--- src/rtl/wisc_pkg.sv ---
// ---------------------------------------------------------------------------
// wisc_pkg
// Shared definitions for the WISC-SP13 fetch-PC redirect logic:
//   - 5-bit opcode constants for the control-flow instructions
//   - redirect FSM state encoding (RUN / PEND / HALT)
//   - helper functions decoding jumps and branch conditions
// ---------------------------------------------------------------------------
package wisc_pkg;

    localparam int OPC_W = 5;

    localparam logic [4:0] OP_HALT = 5'b00000;
    localparam logic [4:0] OP_NOP  = 5'b00001;
    localparam logic [4:0] OP_SIIC = 5'b00010;
    localparam logic [4:0] OP_RTI  = 5'b00011;
    localparam logic [4:0] OP_J    = 5'b00100;
    localparam logic [4:0] OP_JR   = 5'b00101;
    localparam logic [4:0] OP_JAL  = 5'b00110;
    localparam logic [4:0] OP_JALR = 5'b00111;
    localparam logic [4:0] OP_BEQZ = 5'b01100;
    localparam logic [4:0] OP_BNEZ = 5'b01101;
    localparam logic [4:0] OP_BLTZ = 5'b01110;
    localparam logic [4:0] OP_BGEZ = 5'b01111;

    typedef enum logic [1:0] {
        ST_RUN  = 2'b00,
        ST_PEND = 2'b01,
        ST_HALT = 2'b10
    } pc_state_e;

    // Unconditional register/PC-relative jumps (SIIC/RTI handled separately).
    function automatic logic is_jump(input logic [4:0] op);
        logic j;
        case (op)
            OP_J, OP_JR, OP_JAL, OP_JALR: j = 1'b1;
            default:                      j = 1'b0;
        endcase
        return j;
    endfunction

    // Branch condition evaluated on the Rs flags; non-branches never take.
    function automatic logic branch_cond(input logic [4:0] op,
                                         input logic       z,
                                         input logic       p,
                                         input logic       n);
        logic c;
        case (op)
            OP_BEQZ: c = z;
            OP_BNEZ: c = p | n;
            OP_BLTZ: c = n;
            OP_BGEZ: c = p | z;
            default: c = 1'b0;
        endcase
        return c;
    endfunction

    // Instructions that write the link register R7.
    function automatic logic is_link(input logic [4:0] op);
        logic l;
        case (op)
            OP_JAL, OP_JALR: l = 1'b1;
            default:         l = 1'b0;
        endcase
        return l;
    endfunction

endpackage

--- src/rtl/pc_target_gen.sv ---
// ---------------------------------------------------------------------------
// pc_target_gen
// Combinational redirect-target arithmetic (all results mod 2^PC_W).
// Ports:
//   pc_ex_i      PC of resolving instruction
//   rs_val_i     Rs operand, base for JR/JALR
//   imm8_i       signed 8-bit branch / JR offset
//   disp11_i     signed 11-bit J/JAL displacement
//   seq_pc_o     pc_ex + 2 (also the R7 link value)
//   br_target_o  pc_ex + 2 + sext(imm8)
//   j_target_o   pc_ex + 2 + sext(disp11)
//   jr_target_o  rs_val + sext(imm8)
// ---------------------------------------------------------------------------
module pc_target_gen #(
    parameter int PC_W = 16
) (
    input  logic [PC_W-1:0] pc_ex_i,
    input  logic [PC_W-1:0] rs_val_i,
    input  logic [7:0]      imm8_i,
    input  logic [10:0]     disp11_i,
    output logic [PC_W-1:0] seq_pc_o,
    output logic [PC_W-1:0] br_target_o,
    output logic [PC_W-1:0] j_target_o,
    output logic [PC_W-1:0] jr_target_o
);

    localparam logic [PC_W-1:0] PC_STEP = {{(PC_W-2){1'b0}}, 2'b10};

    logic [PC_W-1:0] imm_sext_s;
    logic [PC_W-1:0] disp_sext_s;

    assign imm_sext_s  = {{(PC_W-8){imm8_i[7]}}, imm8_i};
    assign disp_sext_s = {{(PC_W-11){disp11_i[10]}}, disp11_i};

    assign seq_pc_o    = pc_ex_i + PC_STEP;
    assign br_target_o = seq_pc_o + imm_sext_s;
    assign j_target_o  = seq_pc_o + disp_sext_s;
    assign jr_target_o = rs_val_i + imm_sext_s;

endmodule

--- src/rtl/pc_redirect_ctrl.sv ---
// ---------------------------------------------------------------------------
// pc_redirect_ctrl
// Fetch-PC sequencer for the WISC-SP13 pipeline: PC+2 stepping, branch and
// jump redirects, halt, and holding a redirect that meets a fetch stall.
// Optional feature macro: PC_CTRL_EPC_EN (SIIC saves EPC and vectors to
// VECTOR_PC, RTI returns to EPC). Without it SIIC/RTI behave as NOP.
// Ports:
//   clk, rst        clock (rising edge), async active-high reset
//   stall           fetch stall, holds pc
//   valid_in        resolving instruction present this cycle
//   opcode          opcode of resolving instruction
//   pc_ex, rs_val   PC and Rs operand of resolving instruction
//   imm8, disp11    signed offsets
//   zero_flag, positive_flag, negative_flag   Rs flags for branches
//   pc              registered fetch PC
//   flush           kill younger fetched instruction (resolve cycle)
//   link_en         write link_val to R7 (JAL/JALR)
//   link_val        pc_ex + 2
//   halted          core halted
// ---------------------------------------------------------------------------
module pc_redirect_ctrl
    import wisc_pkg::*;
#(
    parameter int              PC_W      = 16,
    parameter logic [PC_W-1:0] RESET_PC  = 16'h0000,
    parameter logic [PC_W-1:0] VECTOR_PC = 16'h0002
) (
    input  logic            clk,
    input  logic            rst,
    input  logic            stall,
    input  logic            valid_in,
    input  logic [4:0]      opcode,
    input  logic [PC_W-1:0] pc_ex,
    input  logic [PC_W-1:0] rs_val,
    input  logic [7:0]      imm8,
    input  logic [10:0]     disp11,
    input  logic            zero_flag,
    input  logic            positive_flag,
    input  logic            negative_flag,
    output logic [PC_W-1:0] pc,
    output logic            flush,
    output logic            link_en,
    output logic [PC_W-1:0] link_val,
    output logic            halted
);

    localparam logic [PC_W-1:0] PC_STEP = {{(PC_W-2){1'b0}}, 2'b10};

    pc_state_e       state_q, state_d;
    logic [PC_W-1:0] pc_q, pc_d;
    logic [PC_W-1:0] pend_q, pend_d;
    logic [PC_W-1:0] epc_s;

    logic [PC_W-1:0] seq_pc_s, br_target_s, j_target_s, jr_target_s;
    logic [PC_W-1:0] target_s;
    logic            jump_s;
    logic            taken_s;
    logic            halt_s;
    logic            save_epc_s;

    pc_target_gen #(.PC_W(PC_W)) u_target_gen (
        .pc_ex_i     (pc_ex),
        .rs_val_i    (rs_val),
        .imm8_i      (imm8),
        .disp11_i    (disp11),
        .seq_pc_o    (seq_pc_s),
        .br_target_o (br_target_s),
        .j_target_o  (j_target_s),
        .jr_target_o (jr_target_s)
    );

`ifdef PC_CTRL_EPC_EN
    logic [PC_W-1:0] epc_q;

    assign jump_s     = is_jump(opcode) | (opcode == OP_SIIC) | (opcode == OP_RTI);
    // EPC is captured only when the SIIC redirect is actually accepted.
    assign save_epc_s = (state_q == ST_RUN) & valid_in & (opcode == OP_SIIC);
    assign epc_s      = epc_q;

    // Exception PC register: return address for RTI.
    always_ff @(posedge clk or posedge rst) begin
        if (rst) begin
            epc_q <= {PC_W{1'b0}};
        end else if (save_epc_s) begin
            epc_q <= seq_pc_s;
        end else begin
            epc_q <= epc_q;
        end
    end
`else
    assign jump_s     = is_jump(opcode);
    assign save_epc_s = 1'b0;
    assign epc_s      = {PC_W{1'b0}};
`endif

    assign taken_s  = valid_in & (jump_s | branch_cond(opcode, zero_flag,
                                                       positive_flag, negative_flag));
    assign halt_s   = valid_in & (opcode == OP_HALT);
    assign link_val = seq_pc_s;
    assign pc       = pc_q;

    // Redirect target selection by opcode; only used when taken_s is set.
    always_comb begin
        target_s = br_target_s;
        case (opcode)
            OP_J, OP_JAL:    target_s = j_target_s;
            OP_JR, OP_JALR:  target_s = jr_target_s;
            OP_SIIC:         target_s = VECTOR_PC;
            OP_RTI:          target_s = epc_s;
            default:         target_s = br_target_s;
        endcase
    end

    // FSM state register.
    always_ff @(posedge clk or posedge rst) begin
        if (rst) begin
            state_q <= ST_RUN;
        end else begin
            state_q <= state_d;
        end
    end

    // PC and pending-target registers.
    always_ff @(posedge clk or posedge rst) begin
        if (rst) begin
            pc_q   <= RESET_PC;
            pend_q <= {PC_W{1'b0}};
        end else begin
            pc_q   <= pc_d;
            pend_q <= pend_d;
        end
    end

    // Next-state and next-PC logic.
    always_comb begin
        state_d = state_q;
        pc_d    = pc_q;
        pend_d  = pend_q;
        case (state_q)
            ST_RUN: begin
                if (taken_s) begin
                    if (stall) begin
                        // Redirect cannot be applied yet: park it until stall clears.
                        pend_d  = target_s;
                        state_d = ST_PEND;
                    end else begin
                        pc_d = target_s;
                    end
                end else if (halt_s) begin
                    state_d = ST_HALT;
                end else if (!stall) begin
                    pc_d = pc_q + PC_STEP;
                end else begin
                    pc_d = pc_q;
                end
            end
            ST_PEND: begin
                if (!stall) begin
                    pc_d    = pend_q;
                    state_d = ST_RUN;
                end else begin
                    pc_d = pc_q;
                end
            end
            ST_HALT: begin
                pc_d    = pc_q;
                state_d = ST_HALT;
            end
            default: begin
                // Illegal encoding: recover to RUN without moving the PC.
                state_d = ST_RUN;
            end
        endcase
    end

    // Output decode.
    always_comb begin
        flush   = 1'b0;
        halted  = 1'b0;
        link_en = valid_in & is_link(opcode);
        case (state_q)
            ST_RUN: begin
                if (taken_s) begin
                    flush = 1'b1;
                end else begin
                    flush = 1'b0;
                end
            end
            ST_HALT: begin
                halted = 1'b1;
            end
            default: begin
                flush  = 1'b0;
                halted = 1'b0;
            end
        endcase
    end

endmodule

--- config.mk ---
export PLATFORM = sky130hd
export DESIGN_NAME = pc_redirect_ctrl
export DESIGN_NICKNAME = d
export VERILOG_FILES = /design/src/rtl/wisc_pkg.sv /design/src/rtl/pc_target_gen.sv /design/src/rtl/pc_redirect_ctrl.sv
export SDC_FILE = /design/constraint.sdc
export NUM_CORES = 1
export LEC_CHECK = 0
export ABC_AREA = 1
export BUFFER_PORTS_ARGS = -buffer_cell sky130_fd_sc_hd__buf_2
export CORE_ASPECT_RATIO = 1.1
export CORE_MARGIN = 8
export CORE_UTILIZATION = 30
export DETAILED_ROUTE_END_ITERATION = 8
export PLACE_DENSITY = 0.48
export SYNTH_ARGS = -nofsm -noshare
export SYNTH_HDL_FRONTEND = slang
export SYNTH_SLANG_ARGS = --single-unit
--- constraint.sdc ---
create_clock -name clk -period 2 [get_ports clk]
set_clock_uncertainty 0.05 [all_clocks]
set_input_delay 0.6 -clock clk [delete_from_list [all_inputs] [get_ports clk]]
set_output_delay 0.6 -clock clk [all_outputs]
set_load 0.02 [all_outputs]
# ---- Word-level counts from Yosys, hierarchy flattened
# Index checks and enable logic that the tools add are counted.
dict set report classes {
  n_eq_ne 18
  muxes 18
  reduce_logical 10
  bitwise_logic 6
  n_addsub 5
}
# cell count
set op_table {}
lappend op_table {{2-to-1 mux 16 bit} 5}
lappend op_table {{case mux 16 bit (4 select lines)} 1}
lappend op_table {{adder 16 bit} 3}
lappend op_table {{adder 16 x 2 -> 16 bit (second input constant)} 2}
lappend op_table {{case mux 16 bit (2 select lines)} 1}
lappend op_table {{equality test 5 x 3 -> 1 bit (second input constant)} 4}
lappend op_table {{equality test 5 x 4 -> 1 bit (second input constant)} 4}
lappend op_table {{inequality test 3 bit (second input constant)} 5}
lappend op_table {{equality test 5 x 2 -> 1 bit (second input constant)} 2}
lappend op_table {{2-to-1 mux 2 bit} 4}
lappend op_table {{case mux 2 bit (3 select lines)} 1}
lappend op_table {{AND reduction 3 bit} 2}
lappend op_table {{OR reduction 2 bit} 3}
lappend op_table {{zero test 5 bit} 1}
lappend op_table {{2-to-1 mux 1 bit} 5}
lappend op_table {{AND reduction 5 bit} 1}
lappend op_table {{case mux 1 bit (4 select lines)} 1}
lappend op_table {{OR reduction 4 bit} 1}
lappend op_table {{bitwise AND 1 bit} 3}
lappend op_table {{bitwise OR 1 bit} 3}
lappend op_table {{equality test 2 x 1 -> 1 bit (second input constant)} 1}
lappend op_table {{equality test 2 bit (second input constant)} 1}
lappend op_table {{zero test 2 bit} 1}
lappend op_table {{inequality test 2 bit (second input constant)} 1}
lappend op_table {{nonzero test 2 bit} 1}
dict set report word_totals {
  inputBits 63
  ff_bits 34
}

# ---- Logic depth before layout (Yosys ltp)
# Gate-level depths: netlist (run 1).
dict set report depth {
  depth_word 7
  mapped_depth 23
  ltp_nobuf 23
}

# ---- Cells and area by module
# From an unflattened synthesis (run 1), not the netlist that was laid out.
dict set report unflattened {
  hier_cells 887
  area_unflattened_um2 5377.7
}
# module cells_per_inst n_inst seq_area_each_um2 area_each_um2
set modules_own_cells {}
lappend modules_own_cells {pc_target_gen 493 1 0.0 2797.7}
lappend modules_own_cells {pc_redirect_ctrl 394 1 850.8 2580.0}

# ---- Worst setup path before layout (run 1)
# Ideal clock, no wire load.
dict set report synth_path {
  path_kind {in2reg}
  startpoint {input pc_ex[1]}
  endpoint {register pc_q[15] (netlist: pc[15])}
  setup_slack_ns -1.039
  t_arrival_ns 2.872
  path_buffers 0
  setup_time_ns 0.116
  required_time_ns 1.834
  cell_stages 20
  path_cell_list {ha_1 -> nand3_1 -> nor3_1 -> nand3_1 -> xnor2_1 -> nand2_1 -> nand2_1 -> ha_1 -> nand2_1 -> inv_1 -> a21boi_0 -> nand2_1 -> inv_1 -> nand2_1 -> inv_1 -> nand2_1 -> nand3_1 -> nand3_1 -> nand2_1 -> nand2_1}
}
dict set report synth_via {
  elab_chain_len 6
  elab_cells_between_ends 7
}
# item line
set synth_rtl {}
lappend synth_rtl {{start: declaration} pc_redirect_ctrl.sv:33} ;# input logic [PC_W-1:0] pc_ex,
lappend synth_rtl {{adder 16 x 2 -> 16 bit (*)} pc_target_gen.sv:35} ;# assign seq_pc_o = pc_ex_i + PC_STEP;
lappend synth_rtl {{net link_val[13]} pc_redirect_ctrl.sv:43} ;# output logic [PC_W-1:0] link_val,
lappend synth_rtl {{adder 16 bit, on equally long branches} {pc_target_gen.sv:36, pc_target_gen.sv:37}}
lappend synth_rtl {{case mux 16 bit (4 select lines) (*)} pc_redirect_ctrl.sv:105} ;# case (opcode)
lappend synth_rtl {{2-to-1 mux 16 bit (*)} pc_redirect_ctrl.sv:142} ;# if (stall) begin
lappend synth_rtl {{2-to-1 mux 16 bit (*)} pc_redirect_ctrl.sv:141} ;# if (taken_s) begin
lappend synth_rtl {{case mux 16 bit (2 select lines) (*)} pc_redirect_ctrl.sv:139} ;# case (state_q)
lappend synth_rtl {{end signal: assignment} pc_redirect_ctrl.sv:129} ;# pc_q <= pc_d;
lappend synth_rtl {{end: declaration} pc_redirect_ctrl.sv:50} ;# logic [PC_W-1:0] pc_q, pc_d;
# Mark *: on every way through the listed nets, which the timed path passes. The rest lies on a longest branch. The select of a mux whose other input is x is not followed.
# A chain may end at the register's enable or synchronous reset.

# ---- Final worst setup path (run 1)
dict set report layout_path {
  startpoint {input pc_ex[2]}
  endpoint {register pc_q[12] (netlist: pc[12])}
}
dict set report layout_via {
  elab_chain_len 6
  elab_cells_between_ends 7
}
# item line
set layout_rtl {}
lappend layout_rtl {{adder 16 x 2 -> 16 bit (*)} pc_target_gen.sv:35}
lappend layout_rtl {{adder 16 bit, on equally long branches} {pc_target_gen.sv:36, pc_target_gen.sv:37}}
lappend layout_rtl {{case mux 16 bit (4 select lines) (*)} pc_redirect_ctrl.sv:105}
lappend layout_rtl {{2-to-1 mux 16 bit (*)} pc_redirect_ctrl.sv:142}
lappend layout_rtl {{2-to-1 mux 16 bit (*)} pc_redirect_ctrl.sv:141}
lappend layout_rtl {{case mux 16 bit (2 select lines) (*)} pc_redirect_ctrl.sv:139}
# Mark *: on every way between the ends. The rest lies on a longest branch, timed or not. The select of a mux whose other input is x is not followed.

==> run metrics, run 1 <==
status=complete, but fails checks; failing checks=setup timing; worst reg2reg setup slack=0.09 ns; die height=144.4 microns; Tcrit/Tclk final=141.3%; Most used DFF post-synth=dfrtp_1; fin area=8626 sq um; post-synthesis cell count=722; CTS tree=built; Hold Buf Count CTS=0; EDFF count, synth=0; Critical R2R Launch=pc[1]$_DFFE_PP0P_; Port Buffer Count=97; Async SR Flop Fraction=100.0%; ratio of cells with drive above 1 in the final layout=54.80%; first-pass iteration count of the detailed router=5; final setup margin=-0.8264 ns; Seq. cell area=850.8 sq um; critical path's slowest cell=xor2_4; initial antenna violation count=0; clk sinks=34; simple-gate share of the synthesized area=39.39%; Compound-Gate Fraction of Synth Area=17.72%; Post-Synth Adder-Cell Area=11.46%; crit-path leading delay family=simple AND/OR/NAND/NOR gates; GRT Residual Overflow=0; Final nets=1114; worst slew pin tran=0.4584 ns; xor/xnor share of the synthesized area=3.282%; Hold Path Class=input port to async pin; Mean Syn Cell Area=6.230 sq um; root buffer cell=clkbuf_16; Slew HR=69.44%; DP Area=6695 sq um; unique cell type count in the Yosys netlist=45; Max Slew Vio Count=0; Post-Syn Nets=825; average routed wire per standard cell=15.73 microns; crit start category=input port; Vias=5937; DRT iter0 DRCs=295; commonest non-fill, non-tap cell in the layout=nand2_1; peak supply drop=0.4088 mV; fill count=1394; minimum clock period=2.826 ns; CP Capture Type=flip-flop; Longest Clk Path Bufs=2; Worst-path clk slew=0.05 ns; multi-input logic area=4606 sq um; Syn-to-layout area delta=91.77%; Final Hold Fails=0; Netlist Area Pre-Place=4498 sq um; Max Cap Viol=0; CP max FO=4; antenna-violating nets left=0; CTS Buf Count=5; post-DP HPWL=14690 microns; Ant. Diodes=0; Pwr Density=669.6 nW/um^2; Required @ worst endpoint=2.12 ns; dpl ws=-1.303 ns; kind of critical path=input port to flip-flop; post-synthesis register bit count=34; Residual DRC=0; row cnt=47; worst setup path startpoint=pc_ex[2]; f_max=353.8 MHz; Yosys warnings=0; vias in the first global route=6139; core region area=14880 sq um; WP data arrival=2.95 ns; Tot GR Track Use=19.08%; RSZ-0062 raised after global routing=true; largest net degree at the start of global routing=35; Final setup viols=43; DIE AREA=19170 sq um; vias per cell=4.919; Seq/Total Area, Yosys=18.92%; routability cong.=0.8910; multiplexer area fraction after synthesis=0%; clock latency on the worst-skew pair=0.28 ns; CP cell instances=buf_8 -> buf_6 -> ha_4 -> nand3_4 -> nor2_4 -> xor2_4 -> nand2_1 -> nand2_2 -> ha_4 -> a21oi_4 -> buf_4 -> o21ai_0 -> nand2_1 -> nand3_2 -> o21ai_2 -> nand2_2 -> a21oi_2 -> nor2_1; CTS H-tree depth=2; Bufs and invs on worst path=3; initial core utilization=30.23%; WL final=18990 microns; most frequent cells in the layout=153 x nand2_1, 152 x buf_4, 73 x buf_2, 64 x inv_1, 53 x buf_6; Horiz. Die Dim=132.8 microns; first-pass GRT wire length=29820 microns; Pleak=4.138 nW; Boundary Pins=98; Crit path largest cell delay=0.29 ns; main combinational cell family by area after synthesis=simple AND/OR/NAND/NOR gates
-- sequential cells by signal, summed over array words and instances, names as in the netlist --
signal   cells
pend_q      16
state_q      2
pc          16
-- power by group --
part | internal (mW) | total, mW | switching, mW
registers | 1.00 | 1.25 | 0.241
clock network | 0.614 | 0.903 | 0.289
logic | 1.61 | 3.63 | 2.02
total | 3.23 | 5.78 | 2.55
-- synthesized netlist by cell type (all sizes together) (2+ instances only) --
| cell | count | share of area [%] |
|---|---|---|
| nand2 | 221 | 19 |
| inv | 92 | 7.7 |
| nand3 | 71 | 8.6 |
| nor2 | 66 | 6.6 |
| a21oi | 56 | 6.2 |
| o21ai | 50 | 5.7 |
| ha | 38 | 11 |
| dfrtp | 34 | 19 |
| nor3 | 13 | 1.9 |
| xor2 | 12 | 2.3 |
| buf | 8 | 1.3 |
| a21o | 7 | 1.2 |
| nand3b | 7 | 1.2 |
| a22oi | 6 | 1.0 |
| nor4 | 6 | 1.2 |
| o21bai | 6 | 1.0 |
| o22ai | 4 | 0.56 |
| or2 | 4 | 0.56 |
| xnor2 | 4 | 0.95 |
| clkbuf | 3 | 0.25 |
| nand4 | 3 | 0.42 |
| fa | 2 | 0.89 |
| o31ai | 2 | 0.33 |
-- worst reg2reg max path: stages (launching register included) --
cell,delay (ns)
dfrtp_1,0.44
ha_1,0.24
nand3_2,0.14
nor3_4,0.21
nand2_2,0.10
nor2_4,0.14
nand3_2,0.09
a21oi_1,0.14
o21ai_1,0.09
nand2_1,0.06
inv_1,0.05
a21oi_2,0.12
-- metal layers --
| metal | GRT usage [%] | up-vias | wire (microns) |
|---|---|---|---|
| met5 | 0 | - | 0 |
| met4 | 6.220 | 0 | 535 |
| met3 | 3.336 | 35 | 948 |
| met2 | 36.39 | 166 | 9984 |
| met1 | 20.96 | 2772 | 7518 |
| li1 | - | 2964 | - |
-- final cells by class --
type,instances,area share (%)
clock inverter,1,0.3481
inverter,92,4.555
sequential,34,9.864
timing repair inverter,1,0.1015
tap,196,2.843
timing repair buffer,292,27.28
multi-input combinational,585,53.39
clock buffer,6,1.610
-- cells by family after synthesis --
group / count (synthesis)
xor+xnor: 16
fa+ha+maj: 40
simple gates: 391
flops: 34
buf+inv: 103
compound gates: 138
-- path summary, 6_finish.rpt --
check                                              end  cells past startpoint
worst max-delay path                pc[12]$_DFFE_PP0P_                     18
worst min-delay path            state_q[0]$_DFFE_PP0P_                      3
worst max register to register      pc[13]$_DFFE_PP0P_                     11
worst min register to register   pend_q[2]$_DFFE_PP0P_                      2
max in group asynchronous           pc[12]$_DFFE_PP0P_                      3
min in group clk                 pend_q[2]$_DFFE_PP0P_                      2
-- per-stage QoR --
stage          util [%]  std cells  hold slack [ns]  TNS [ns]  total power [mW]
2_1_floorplan         -        722           0.3922    -16.33             3.016
3_5_place_dp      45.00       1149           0.4137    -38.85             4.181
5_1_grt           57.98       1207           0.4188    -28.87             6.203
6_report          57.98       1207           0.3707    -24.29             5.776
3_3_place_gp      45.00       1149           0.4053    -38.21             4.160
4_1_cts           52.74       1179           0.3879    -23.47             5.445
-- timing repair --
item,in CTS,in global routing
pin swaps,92,119
setup endpoints to repair,46,46
hold endpoints to repair,0,0
setup buffers,25,32
gates resized for setup,199,130
cloned,1,0
(Power assumes the default switching activity.)
==> inputs of run 2 (changes only) <==
--- a/config.mk
+++ b/config.mk
@@ -10,8 +10,9 @@
 export CORE_ASPECT_RATIO = 1.1
 export CORE_MARGIN = 8
 export CORE_UTILIZATION = 30
+export CTS_BUF_LIST = sky130_fd_sc_hd__clkbuf_2 sky130_fd_sc_hd__clkbuf_4 sky130_fd_sc_hd__clkbuf_8
 export DETAILED_ROUTE_END_ITERATION = 8
-export PLACE_DENSITY = 0.48
+export PLACE_DENSITY_LB_ADDON = 0.1
 export SYNTH_ARGS = -nofsm -noshare
 export SYNTH_HDL_FRONTEND = slang
 export SYNTH_SLANG_ARGS = --single-unit
==> run 2 against run 1 <==
Effect of this change:
- the run still ends with setup timing left
- highest routed layer unchanged
- fmax fell by 0.27%
- largest cell class unchanged
- flip-flop and latch count did not move
- clock power fell by 39%
- critical endpoint is now pc[14]$_DFFE_PP0P_
- core utilization rose by 2.4 points
- first-iteration DRC count fell by 11%
==> run metrics, run 2 (synthesis gave the netlist of run 1 again) <==
fin area=8979 sq um; final setup margin=-0.8340 ns; CP cell instances=buf_8 -> buf_6 -> ha_4 -> nand3_4 -> nor2_4 -> xor2_4 -> nand2_2 -> nand2_2 -> ha_4 -> buf_4 -> a21oi_4 -> nor2_1 -> nor2_2 -> nor2_1 -> nor2_1 -> nand2_1 -> nand2_1 -> nand3_1 -> nand2_2 -> nand2_1 -> a21oi_2; Final nets=1117; Max Slew Vio Count=0; most frequent cells in the layout=148 x buf_4, 137 x nand2_1, 74 x buf_2, 59 x inv_1, 57 x buf_6; Required @ worst endpoint=2.18 ns; root buffer cell=clkbuf_8; WL final=19740 microns; f_max=352.9 MHz; clk sinks=34; CP max FO=4; Tcrit/Tclk final=141.7%; routability cong.=0.9114; Bufs and invs on worst path=3; post-DP HPWL=14730 microns; critical path's slowest cell=xor2_4; Boundary Pins=98; DIE AREA=19170 sq um; vias per cell=4.916; initial core utilization=30.23%; CTS Buf Count=5; post-route insts no fill=1211; Crit path largest cell delay=0.27 ns; DP Area=6633 sq um; CTS tree=built; CP Capture Type=flip-flop; Port Buffer Count=97; Syn-to-layout area delta=99.61%; Horiz. Die Dim=132.8 microns; Worst-path clk slew=0.07 ns; CTS H-tree depth=2; Vias=5953; failing checks=setup timing; Slew HR=68.99%; Pleak=4.216 nW; status=complete, but fails checks; clock latency on the worst-skew pair=0.30 ns; first-pass iteration count of the detailed router=4; Ant. Diodes=0; Tot GR Track Use=19.50%; placed cells=1144; multi-input logic area=4990 sq um; DRT iter0 DRCs=264; RSZ-0062 raised after global routing=true; first-pass GRT wire length=30080 microns; crit-path leading delay family=simple AND/OR/NAND/NOR gates; ratio of cells with drive above 1 in the final layout=59.01%; Pwr Density=624.4 nW/um^2; commonest non-fill, non-tap cell in the layout=buf_4; Hold Path Class=input port to async pin; WP data arrival=3.02 ns; peak supply drop=0.2902 mV; Longest Clk Path Bufs=2; worst slew pin tran=0.4652 ns; crit start category=input port; Seq. cell area=850.8 sq um; antenna-violating nets left=0; average routed wire per standard cell=16.30 microns; Hold Buf Count CTS=0; Residual DRC=0; minimum clock period=2.834 ns; Final Hold Fails=0; Max Cap Viol=0; largest net degree at the start of global routing=35; core region area=14880 sq um; row cnt=47; initial antenna violation count=0; kind of critical path=input port to flip-flop; die height=144.4 microns; fill count=1327; vias in the first global route=5915; GRT Residual Overflow=0; Final setup viols=43
run 2: changes by cell type in the layout (fill, tap and decap cells not counted), sizes merged:
cell	change
buf	+2
bufinv	-1
clkinv	+1
inv	+2
run 2: metal layers:
layer	GRT usage [%]	share of wire [%]
met1	21.96	40
met2	37.41	53
met3	2.745	4.1
met4	5.443	2.8
met5	0	0
run 2: area by class of cell:
type	instances	area share [%]
inverters	92	4.417
flip-flops and latches	34	9.476
multi-input cells	585	55.57
repair buffers	294	26.60
repair inverters	2	0.1394
clock buffers	6	0.9197
clock inverters	2	0.1394
well taps	196	2.731
run 2: repair_timing:
action,CTS,global route
setup buffers,33,38
pin swaps,72,126
endpoints found under the setup margin,45,46
gates cloned,2,0
hold endpoints to repair,0,0
gates resized for setup,216,207
run 2: stage by stage:
stage / power, mW / setup slack, ns / util [%] / setup TNS, ns / hold WS [ns]
2_1_floorplan: 3.016 / -0.8472 / - / -16.33 / 0.3922
5_1_grt: 6.036 / -0.9862 / 60.35 / -26.70 / 0.3755
3_5_place_dp: 4.164 / -1.287 / 44.58 / -38.53 / 0.4118
3_3_place_gp: 4.137 / -1.239 / 44.58 / -37.05 / 0.4065
6_report: 5.606 / -0.8340 / 60.35 / -22.83 / 0.3385
4_1_cts: 5.137 / -0.8325 / 52.97 / -21.76 / 0.3531
run 2: path summary, 6_finish.rpt:
path	slack, ns	from	cells past startpoint	to
worst max-delay path	-0.83	pc_ex[2]	21	pc[14]$_DFFE_PP0P_
worst min-delay path	0.34	rst	3	state_q[0]$_DFFE_PP0P_
worst max register to register	0.13	pc[1]$_DFFE_PP0P_	11	pc[13]$_DFFE_PP0P_
worst min register to register	0.42	pend_q[15]$_DFFE_PP0P_	2	pend_q[15]$_DFFE_PP0P_
max in group asynchronous	1.22	rst	3	pc[4]$_DFFE_PP0P_
min in group clk	0.42	pend_q[15]$_DFFE_PP0P_	2	pend_q[15]$_DFFE_PP0P_
run 2: worst reg2reg max path, stage by stage (launching register included):
cell,delay [ns]
dfrtp_1,0.42
ha_1,0.23
nand3_2,0.14
nor3_4,0.21
nand2_2,0.11
nor2_4,0.14
nand3_2,0.08
a21oi_1,0.12
o21ai_1,0.08
nand2_1,0.06
inv_1,0.05
a21oi_2,0.12
run 2: power breakdown:
part	total [mW]	leakage (nW)	switching, mW	internal (mW)
clock	0.554	0.0472	0.277	0.277
combinational	3.81	3.77	2.11	1.69
sequential	1.24	0.402	0.241	1.00
